==> config.mk <==
export PLATFORM = sky130hd
export DESIGN_NAME = rr_mux_reg
export DESIGN_NICKNAME = d
export VERILOG_FILES = /design/src/rtl/rr_mux_reg.sv
export SDC_FILE = /design/constraint.sdc
export NUM_CORES = 1
export LEC_CHECK = 0
export BUFFER_PORTS_ARGS = -buffer_cell sky130_fd_sc_hd__buf_2
export CAP_MARGIN = 20
export CORE_MARGIN = 1.5
export CORE_UTILIZATION = 27
export CTS_CLUSTER_DIAMETER = 50
export DETAILED_ROUTE_END_ITERATION = 12
export PLACE_DENSITY = 0.59
export SYNTH_ARGS = -nofsm -noshare
export SYNTH_HDL_FRONTEND = slang
export SYNTH_SLANG_ARGS = --single-unit
export TNS_END_PERCENT = 1
==> constraint.sdc <==
create_clock -name clk -period 2.44 [get_ports clk]
set_input_delay 0.122 -clock clk [delete_from_list [all_inputs] [get_ports clk]]
set_output_delay 0.122 -clock clk [all_outputs]
set_load 0.01 [all_outputs]
==> src/rtl/rr_mux_reg.sv <==
// rtl/rr_mux_reg.sv - N-channel registered mux with round-robin or forced select
module rr_mux_reg #(
   parameter int N_CH  = 4,
   parameter int WIDTH = 8,
   parameter int SEL_W = $clog2(N_CH)
) (
   input  logic                    clk,
   input  logic                    rst_n,
   input  logic                    mode,
   input  logic [SEL_W-1:0]        sel,
   input  logic [N_CH-1:0]         in_valid,
   input  logic [N_CH*WIDTH-1:0]   in_data,
   output logic [N_CH-1:0]         in_ready,
   output logic                    out_valid,
   output logic [WIDTH-1:0]        out_data,
   output logic [SEL_W-1:0]        out_ch,
   input  logic                    out_ready
);

   typedef enum logic {EMPTY = 1'b0, FULL = 1'b1} state_t;

   localparam logic [SEL_W:0]   N_CH_X  = (SEL_W+1)'(N_CH);
   localparam logic [SEL_W-1:0] LAST_CH = SEL_W'(N_CH-1);

   state_t           state;
   state_t           state_nxt;
   logic [SEL_W-1:0] rr_ptr;
   logic [SEL_W-1:0] grant_idx;
   logic [SEL_W-1:0] cand_idx;
   logic [SEL_W:0]   cand_sum;
   logic             grant_vld;
   logic             load;
   logic             xfer;
   logic             sel_ok;

   assign load   = (state == EMPTY) | out_ready;
   assign sel_ok = {1'b0, sel} < N_CH_X;
   assign xfer   = load & grant_vld;

   // Descending scan so the lowest rotated offset from rr_ptr wins.
   always_comb begin
      grant_vld = 1'b0;
      grant_idx = '0;
      cand_sum  = '0;
      cand_idx  = '0;
      if (mode) begin
         if (sel_ok && in_valid[sel]) begin
            grant_vld = 1'b1;
            grant_idx = sel;
         end
      end else begin
         for (int k = N_CH - 1; k >= 0; k--) begin
            cand_sum = {1'b0, rr_ptr} + (SEL_W+1)'(k);
            if (cand_sum >= N_CH_X) begin
               cand_sum = cand_sum - N_CH_X;
            end
            cand_idx = cand_sum[SEL_W-1:0];
            if (in_valid[cand_idx]) begin
               grant_vld = 1'b1;
               grant_idx = cand_idx;
            end
         end
      end
   end

   always_comb begin
      in_ready = '0;
      for (int i = 0; i < N_CH; i++) begin
         in_ready[i] = rst_n & xfer & (grant_idx == SEL_W'(i));
      end
   end

   always_ff @(posedge clk or negedge rst_n) begin
      if (!rst_n) begin
         state <= EMPTY;
      end else begin
         state <= state_nxt;
      end
   end

   always_comb begin
      state_nxt = state;
      if (xfer) begin
         state_nxt = FULL;
      end else if (out_ready) begin
         state_nxt = EMPTY;
      end
   end

   always_comb begin
      out_valid = (state == FULL);
   end

   always_ff @(posedge clk or negedge rst_n) begin
      if (!rst_n) begin
         out_data <= '0;
         out_ch   <= '0;
         rr_ptr   <= '0;
      end else if (xfer) begin
         out_data <= in_data[grant_idx*WIDTH +: WIDTH];
         out_ch   <= grant_idx;
         rr_ptr   <= (grant_idx == LAST_CH) ? '0 : grant_idx + 1'b1;
      end
   end

endmodule

==> impl_results.md, run 1 <==
* IO Count at 57
* Worst Setup SP: rr_ptr[1]$_DFFE_PN0P_
* Via count at 1,016
* Die X at 61.5 µm
* Ant diodes at 0
* Remaining Overflow, GRT at 0
* Initial Utilization at 27.9%
* CP cell instances: nand2b_1, a21oi_1, a311oi_1, a32oi_2, buf_12, inv_1, ha_1, and3_1, buf_2
* Pre-CTS setup slack at 0.486 ns
* Final hold violations at 0
* DRC violations left at 0
* Met3 Track Usage GR at 0.840%
* # rows at 21
* Reg-to-reg endpoint: rr_ptr[1]$_DFFE_PN0P_
* Worst r2r src: rr_ptr[1]$_DFFE_PN0P_
* Final Critical Period at 2.22 ns
* Psw at 303 µW
* Distinct cells, synth at 30
* Req. time, crit path at 2.32 ns
* Leak at 0.696 nW
* Critical path arrival at 2.10 ns
* All-Layer GR Usage at 13.9%
* Total CTS buffers at 3
* Layout cells sized above 1 at 40.3%
* Slew HR at 56.5%
* Met2 usage at 25.6%
* Cts repair resizes at 0
* Critical Path End: in_ready[3]
* Switch share at 36.8%
* Top post-synthesis cells by area: dfrtp_1, mux2i_1, nand2_1
* DIE HEIGHT at 61.5 µm
* Placer congestion estimate at 0.767
* Ys async rst share at 100%
* Critical Path Stages at 9
* Post-Route Skew at 0.00470 ns
* Router iterations before antenna repair at 4
* Worst Setup End Kind: output pin
* Setup total negative slack at 0 ns
* Worst Reg-to-Reg Cells at 9
* Bufs and invs on worst path at 3
* Die ar. at 3780 µm²
* Combinational power share at 45.3%
* CTS tree: done
* Slowest-stage cell, CP: dfrtp_1
* Post-CTS setup buffers at 0
* Post-synthesis sequential element count at 13
* Fin crit share at 90.9%
* Internal power at 521 µW
* Vias per cell at 4.96
* Area delta synth->final at 40.1%
* 1st-iter DRT viols at 55
* Post-CTS Hold Buffers at 1
* DRT antenna net count at 0
* Pin count of the biggest net entering global routing at 20
* Clock power share at 15.6%
* Mapped Cells at 99
* IO Port Bufs at 56
* Sequential Power Share at 39.1%
* Power Density at 636 nW/µm²
* Met1 Usage GRT at 16.9%
* Fin nets at 203
* Wirelength, routed at 2620 µm
* Max VDD drop at 0.244 mV
* Detailed placement HPWL at 2100 µm
* Clock sinks at 13
* CP delay by family, top: flip-flops
* Area leader, netlist: dfrtp_1
* Max Cap Viol at 0
* # setup viols final at 0
* Final Max Tran Viols at 0
* Max Fclk at 451 MHz
* Root Buffer: clkbuf_4
* Gr busiest metal: met2
* Yosys warning total at 0
* Seq/Total Area, Yosys at 35.2%
* Post-Syn Nets at 142
* Share of the synthesized area in the top cell type at 35.2%
* Startpoint types: register
* Worst-path clk slew at 0.07 ns
* Top_reg_cell synth: dfrtp_1
* Status: complete, no violations
* R2R Setup Slk at 0.58 ns
* Htree depth at 1
* Synthesized cell area at 925 µm²
* First-pass GRT wire length at 3960 µm
* Worst-Skew Late Latency at 0.27 ns
* Worst-margin pin slew at 0.645 ns
* RSZ-0062 raised after global routing: false
* Syn avg cell area at 9.34 µm²
* Top cells by count, synth: mux2i_1, dfrtp_1, nand2_1
* Initial antenna violation count at 0
* Total core area at 3310 µm²
* Vias in the first global route at 941
* Count leader, synth: mux2i_1
* EDFF count, synth at 0
* Hold WC Path Type: primary input to register
* Kind of critical path: register to output pin
* Worst setup margin at 0.222 ns
* Slowest stage delay, CP at 0.44 ns
* Max Buffers Root-to-Sink at 2
* Worst-path maximum fanout at 19
* Wire per inst at 12.8 µm
-- state kept, by name (all words and copies together) (netlist names) --
signal and cells:
out_ch 2, out_data 8, out_valid 1, rr_ptr 2
-- how the worst min path moves through the flow --
stage | from | to | slack (ns) | cells after the start
floorplan | rst_n | out_ch[0]$_DFFE_PN0P_ | -0.17 | 0
global placement | rst_n | out_ch[0]$_DFFE_PN0P_ | 0.03 | 1
detailed placement | rst_n | out_ch[0]$_DFFE_PN0P_ | 0.04 | 1
CTS | in_data[10] | out_data[2]$_DFFE_PN0P_ | 0.16 | 3
global route | in_data[13] | out_data[5]$_DFFE_PN0P_ | 0.18 | 3
finish | in_data[10] | out_data[2]$_DFFE_PN0P_ | 0.17 | 3
-- kinds of logic after synthesis --
logic type | after synthesis | synth area share (%)
buffers and inverters | 5 | 4.60
AOI/OAI and AO/OA | 23 | 17.5
adders and majority gates | 1 | 1.35
DFF | 13 | 35.2
muxes | 20 | 21.9
and+or+nand+nor | 37 | 19.5
-- tightest hold or removal path, cell delays in order --
cell	delay, ns
buf_2	0.07
mux2i_1	0.05
o221ai_1	0.15
-- power groups by stage --
| stage | Combinational (mW) | Clock [mW] | Sequential [mW] |
|---|---|---|---|
| floorplan | 0.212 | 0 | 0.347 |
| global placement | 0.367 | 0 | 0.324 |
| detailed placement | 0.377 | 0 | 0.325 |
| CTS | 0.379 | 0.138 | 0.323 |
| global route | 0.418 | 0.146 | 0.331 |
| finish | 0.373 | 0.128 | 0.323 |
-- cells in the final DEF, fill, tap and decap left out, types with 3 or more instances in the layout --
| cell | synthesis | routed |
|---|---|---|
| clkbuf_4 | 0 | 3 |
| buf_2 | 0 | 56 |
| a221oi_1 | 3 | 3 |
| a21oi_1 | 4 | 4 |
| o221ai_1 | 5 | 5 |
| inv_1 | 3 | 3 |
| mux2i_1 | 18 | 18 |
| o21ai_0 | 4 | 4 |
| dfrtp_1 | 13 | 13 |
| nor2_1 | 10 | 10 |
| nand2b_1 | 3 | 3 |
| nand2_1 | 13 | 13 |
-- per-layer routing --
layer | vias up | wire length, µm
li1 | 492 | -
met1 | 494 | 1060
met2 | 28 | 1430
met3 | 2 | 103
met4 | 0 | 17
met5 | - | 0
-- cell type report --
class                   count  area [µm²]
inverters                   3        11.3
fillers                   373        2020
repair buffers             58         310
well taps                  46        57.6
clock buffers               4        26.3
multi-input cells          81         564
flip-flops and latches     13         325
-- through the flow --
stage / power [mW] / instances / hold slack (ns) / area (µm²) / util (%)
5_1_grt: 0.895 / 205 / 0.177 / 1290 / 39.1
4_1_cts: 0.839 / 205 / 0.157 / 1290 / 39.1
3_3_place_gp: 0.691 / 200 / 0.0329 / 1260 / 38.0
3_5_place_dp: 0.703 / 200 / 0.0414 / 1260 / 38.0
2_1_floorplan: 0.559 / 99 / -0.174 / 925 / -
6_report: 0.824 / 205 / 0.173 / 1290 / 39.1
(Power assumes the default switching activity.)
==> run 2, diff against run 1 <==
--- a/config.mk
+++ b/config.mk
@@ -8,10 +8,11 @@
 export BUFFER_PORTS_ARGS = -buffer_cell sky130_fd_sc_hd__buf_2
 export CAP_MARGIN = 20
 export CORE_MARGIN = 1.5
-export CORE_UTILIZATION = 27
+export CORE_UTILIZATION = 40
 export CTS_CLUSTER_DIAMETER = 50
+export CTS_CLUSTER_SIZE = 14
 export DETAILED_ROUTE_END_ITERATION = 12
-export PLACE_DENSITY = 0.59
+export PLACE_DENSITY = 0.79
 export SYNTH_ARGS = -nofsm -noshare
 export SYNTH_HDL_FRONTEND = slang
 export SYNTH_SLANG_ARGS = --single-unit
==> impl_results.md, run 2 (synthesis results as in run 1) <==
* Status: complete, no violations
* Vias per cell at 5.19 (+4.7%)
* Worst Setup End Kind: output pin
* First-pass GRT wire length at 3930 µm (-0.68%)
* RSZ-0062 raised after global routing: false
* All-Layer GR Usage at 19.8% (+5.9 points)
* Worst-margin pin slew at 0.632 ns (-0.0130 ns)
* Fin nets at 204 (+0.49%)
* Fin crit share at 85.5% (-5.4 points)
* Critical path arrival at 1.96 ns (-0.14 ns)
* # rows at 17 (-19%)
* Fin util at 57.9% (+19 points)
* Placer congestion estimate at 0.901 (+17%)
* IO Port Bufs at 56 (unchanged)
* Via count at 976 (-3.9%)
* Req. time, crit path at 2.32 ns (about the same)
* Kind of critical path: register to output pin
* DIE HEIGHT at 51.1 µm (-17%)
* Pin count of the biggest net entering global routing at 16 (-20%)
* # setup viols final at 0 (unchanged)
* Initial Utilization at 42.2% (+14 points)
* Htree depth at 1 (unchanged)
* Pwr Total at 823 µW (-0.10%)
* Max VDD drop at 0.360 mV (+48%)
* Leak at 0.695 nW (about the same)
* Vias in the first global route at 928 (-1.4%)
* Die ar. at 2610 µm² (-31%)
* Commonest non-fill, non-tap cell in the layout: buf_2
* Number of flip-flops in the largest register at 8 (unchanged)
* DRT antenna net count at 0 (unchanged)
* Final Critical Period at 2.09 ns (-0.132 ns)
* CTS tree: done
* Remaining Overflow, GRT at 0 (unchanged)
* Hold WC Path Type: primary input to register
* Worst-path maximum fanout at 6 (-13)
* Die X at 51.1 µm (-17%)
* Register with the most flip-flops: out_data
* Area delta synth->final at 37.1%
* Worst-path clk slew at 0.08 ns (about the same)
* DRC violations left at 0 (unchanged)
* Final Max Tran Viols at 0 (unchanged)
* Final hold violations at 0 (unchanged)
* 1st-iter DRT viols at 18 (-67%)
* Power Density at 650 nW/µm² (+2.1%)
* Slew HR at 57.4% (+0.88 points)
* Max Cap Viol at 0 (unchanged)
* IO Count at 57 (unchanged)
* Slowest stage delay, CP at 0.44 ns (about the same)
* Setup total negative slack at 0 ns (unchanged)
* Max Fclk at 479 MHz (+6.3%)
* Most frequent cells in the layout: buf_2, mux2i_1, nand2_1, dfrtp_1, nor2_1
* Slowest-stage cell, CP: dfrtp_1
* Hold WS at 0.164 ns (-0.00964 ns)
* Startpoint types: register
* Initial antenna violation count at 0 (unchanged)
* Wire per inst at 12.6 µm (-1.7%)
* Detailed placement HPWL at 1910 µm (-9.1%)
* Post-Route Skew at 0.00507 ns (+0.000368 ns)
* CP cell instances: nand2b_1, a21oi_1, a311oi_1, a32oi_2, inv_1, ha_1, and3_1, buf_2
* Largest registers: out_data (8), out_ch (2), rr_ptr (2)
* Layout cells sized above 1 at 40.6% (+0.37 points)
* Total CTS buffers at 3 (unchanged)
* Clock sinks at 13 (unchanged)
* Worst-Skew Late Latency at 0.27 ns (about the same)
* Root Buffer: clkbuf_4
* Router iterations before antenna repair at 4 (unchanged)
* Wirelength, routed at 2360 µm (-9.8%)
* Total core area at 2190 µm² (-34%)
* Max Buffers Root-to-Sink at 2 (unchanged)
* Ant diodes at 0 (unchanged)
-- run 2: changes by cell type in the layout (fill, tap and decap cells not counted), sizes merged --
| cell | change |
|---|---|
| buf | +1 |
-- run 2: where the power goes --
part | internal, mW | switching (mW)
Sequential | 0.279 | 0.0417
Combinational | 0.175 | 0.194
Clock | 0.0633 | 0.0707
-- run 2: critical path: cells and delay by family, from the launching register on --
family,cells,cell delay (ns)
AND/OR/NAND/NOR,2,0.31
buffers and inverters,2,0.25
AO/OA/AOI/OAI,3,0.48
flip-flops,1,0.44
adder cells (fa/ha/maj),1,0.20
-- run 2: layout make-up --
| class | instances | area, µm² |
|---|---|---|
| flip-flops and latches | 13 | 325 |
| well taps | 28 | 35.0 |
| clock buffers | 4 | 26.3 |
| repair buffers | 59 | 305 |
| multi-input cells | 81 | 564 |
| inverters | 3 | 11.3 |
| fillers | 229 | 923 |
-- run 2: repair_timing --
action / 4_1_cts / 5_1_grt
endpoints found under the hold margin: 13 / 0
hold buffers: 1 / 0
resized for setup: 0 / 1
endpoints found under the setup margin: 0 / 1
setup buffers: 0 / 0
-- run 2: per-layer routing --
metal  routed length [µm]  global-route usage [%]
met1                 1060                    25.6
met2                 1120                    33.8
met3                  165                    2.63
met4                   11                    6.76
met5                    0                       0
-- run 2: stage by stage --
step / cells / setup slack [ns] / instance area (µm²)
2_1_floorplan: 99 / 0.649 / 925
3_3_place_gp: 183 / 0.654 / 1230
3_5_place_dp: 183 / 0.561 / 1230
4_1_cts: 188 / 0.264 / 1270
5_1_grt: 188 / 0.168 / 1270
6_report: 188 / 0.354 / 1270
-- run 2: final timing paths --
kind	end	cells past startpoint	start	slack (ns)
worst max-delay path	in_ready[3]	8	rr_ptr[1]$_DFFE_PN0P_	0.35
worst min-delay path	out_data[3]$_DFFE_PN0P_	3	in_data[11]	0.16
worst max register to register	out_data[5]$_DFFE_PN0P_	7	rr_ptr[1]$_DFFE_PN0P_	0.57
worst min register to register	out_data[7]$_DFFE_PN0P_	2	out_data[7]$_DFFE_PN0P_	0.49
max in group asynchronous	rr_ptr[0]$_DFFE_PN0P_	2	rst_n	1.94
min in group asynchronous	out_ch[1]$_DFFE_PN0P_	2	rst_n	0.26
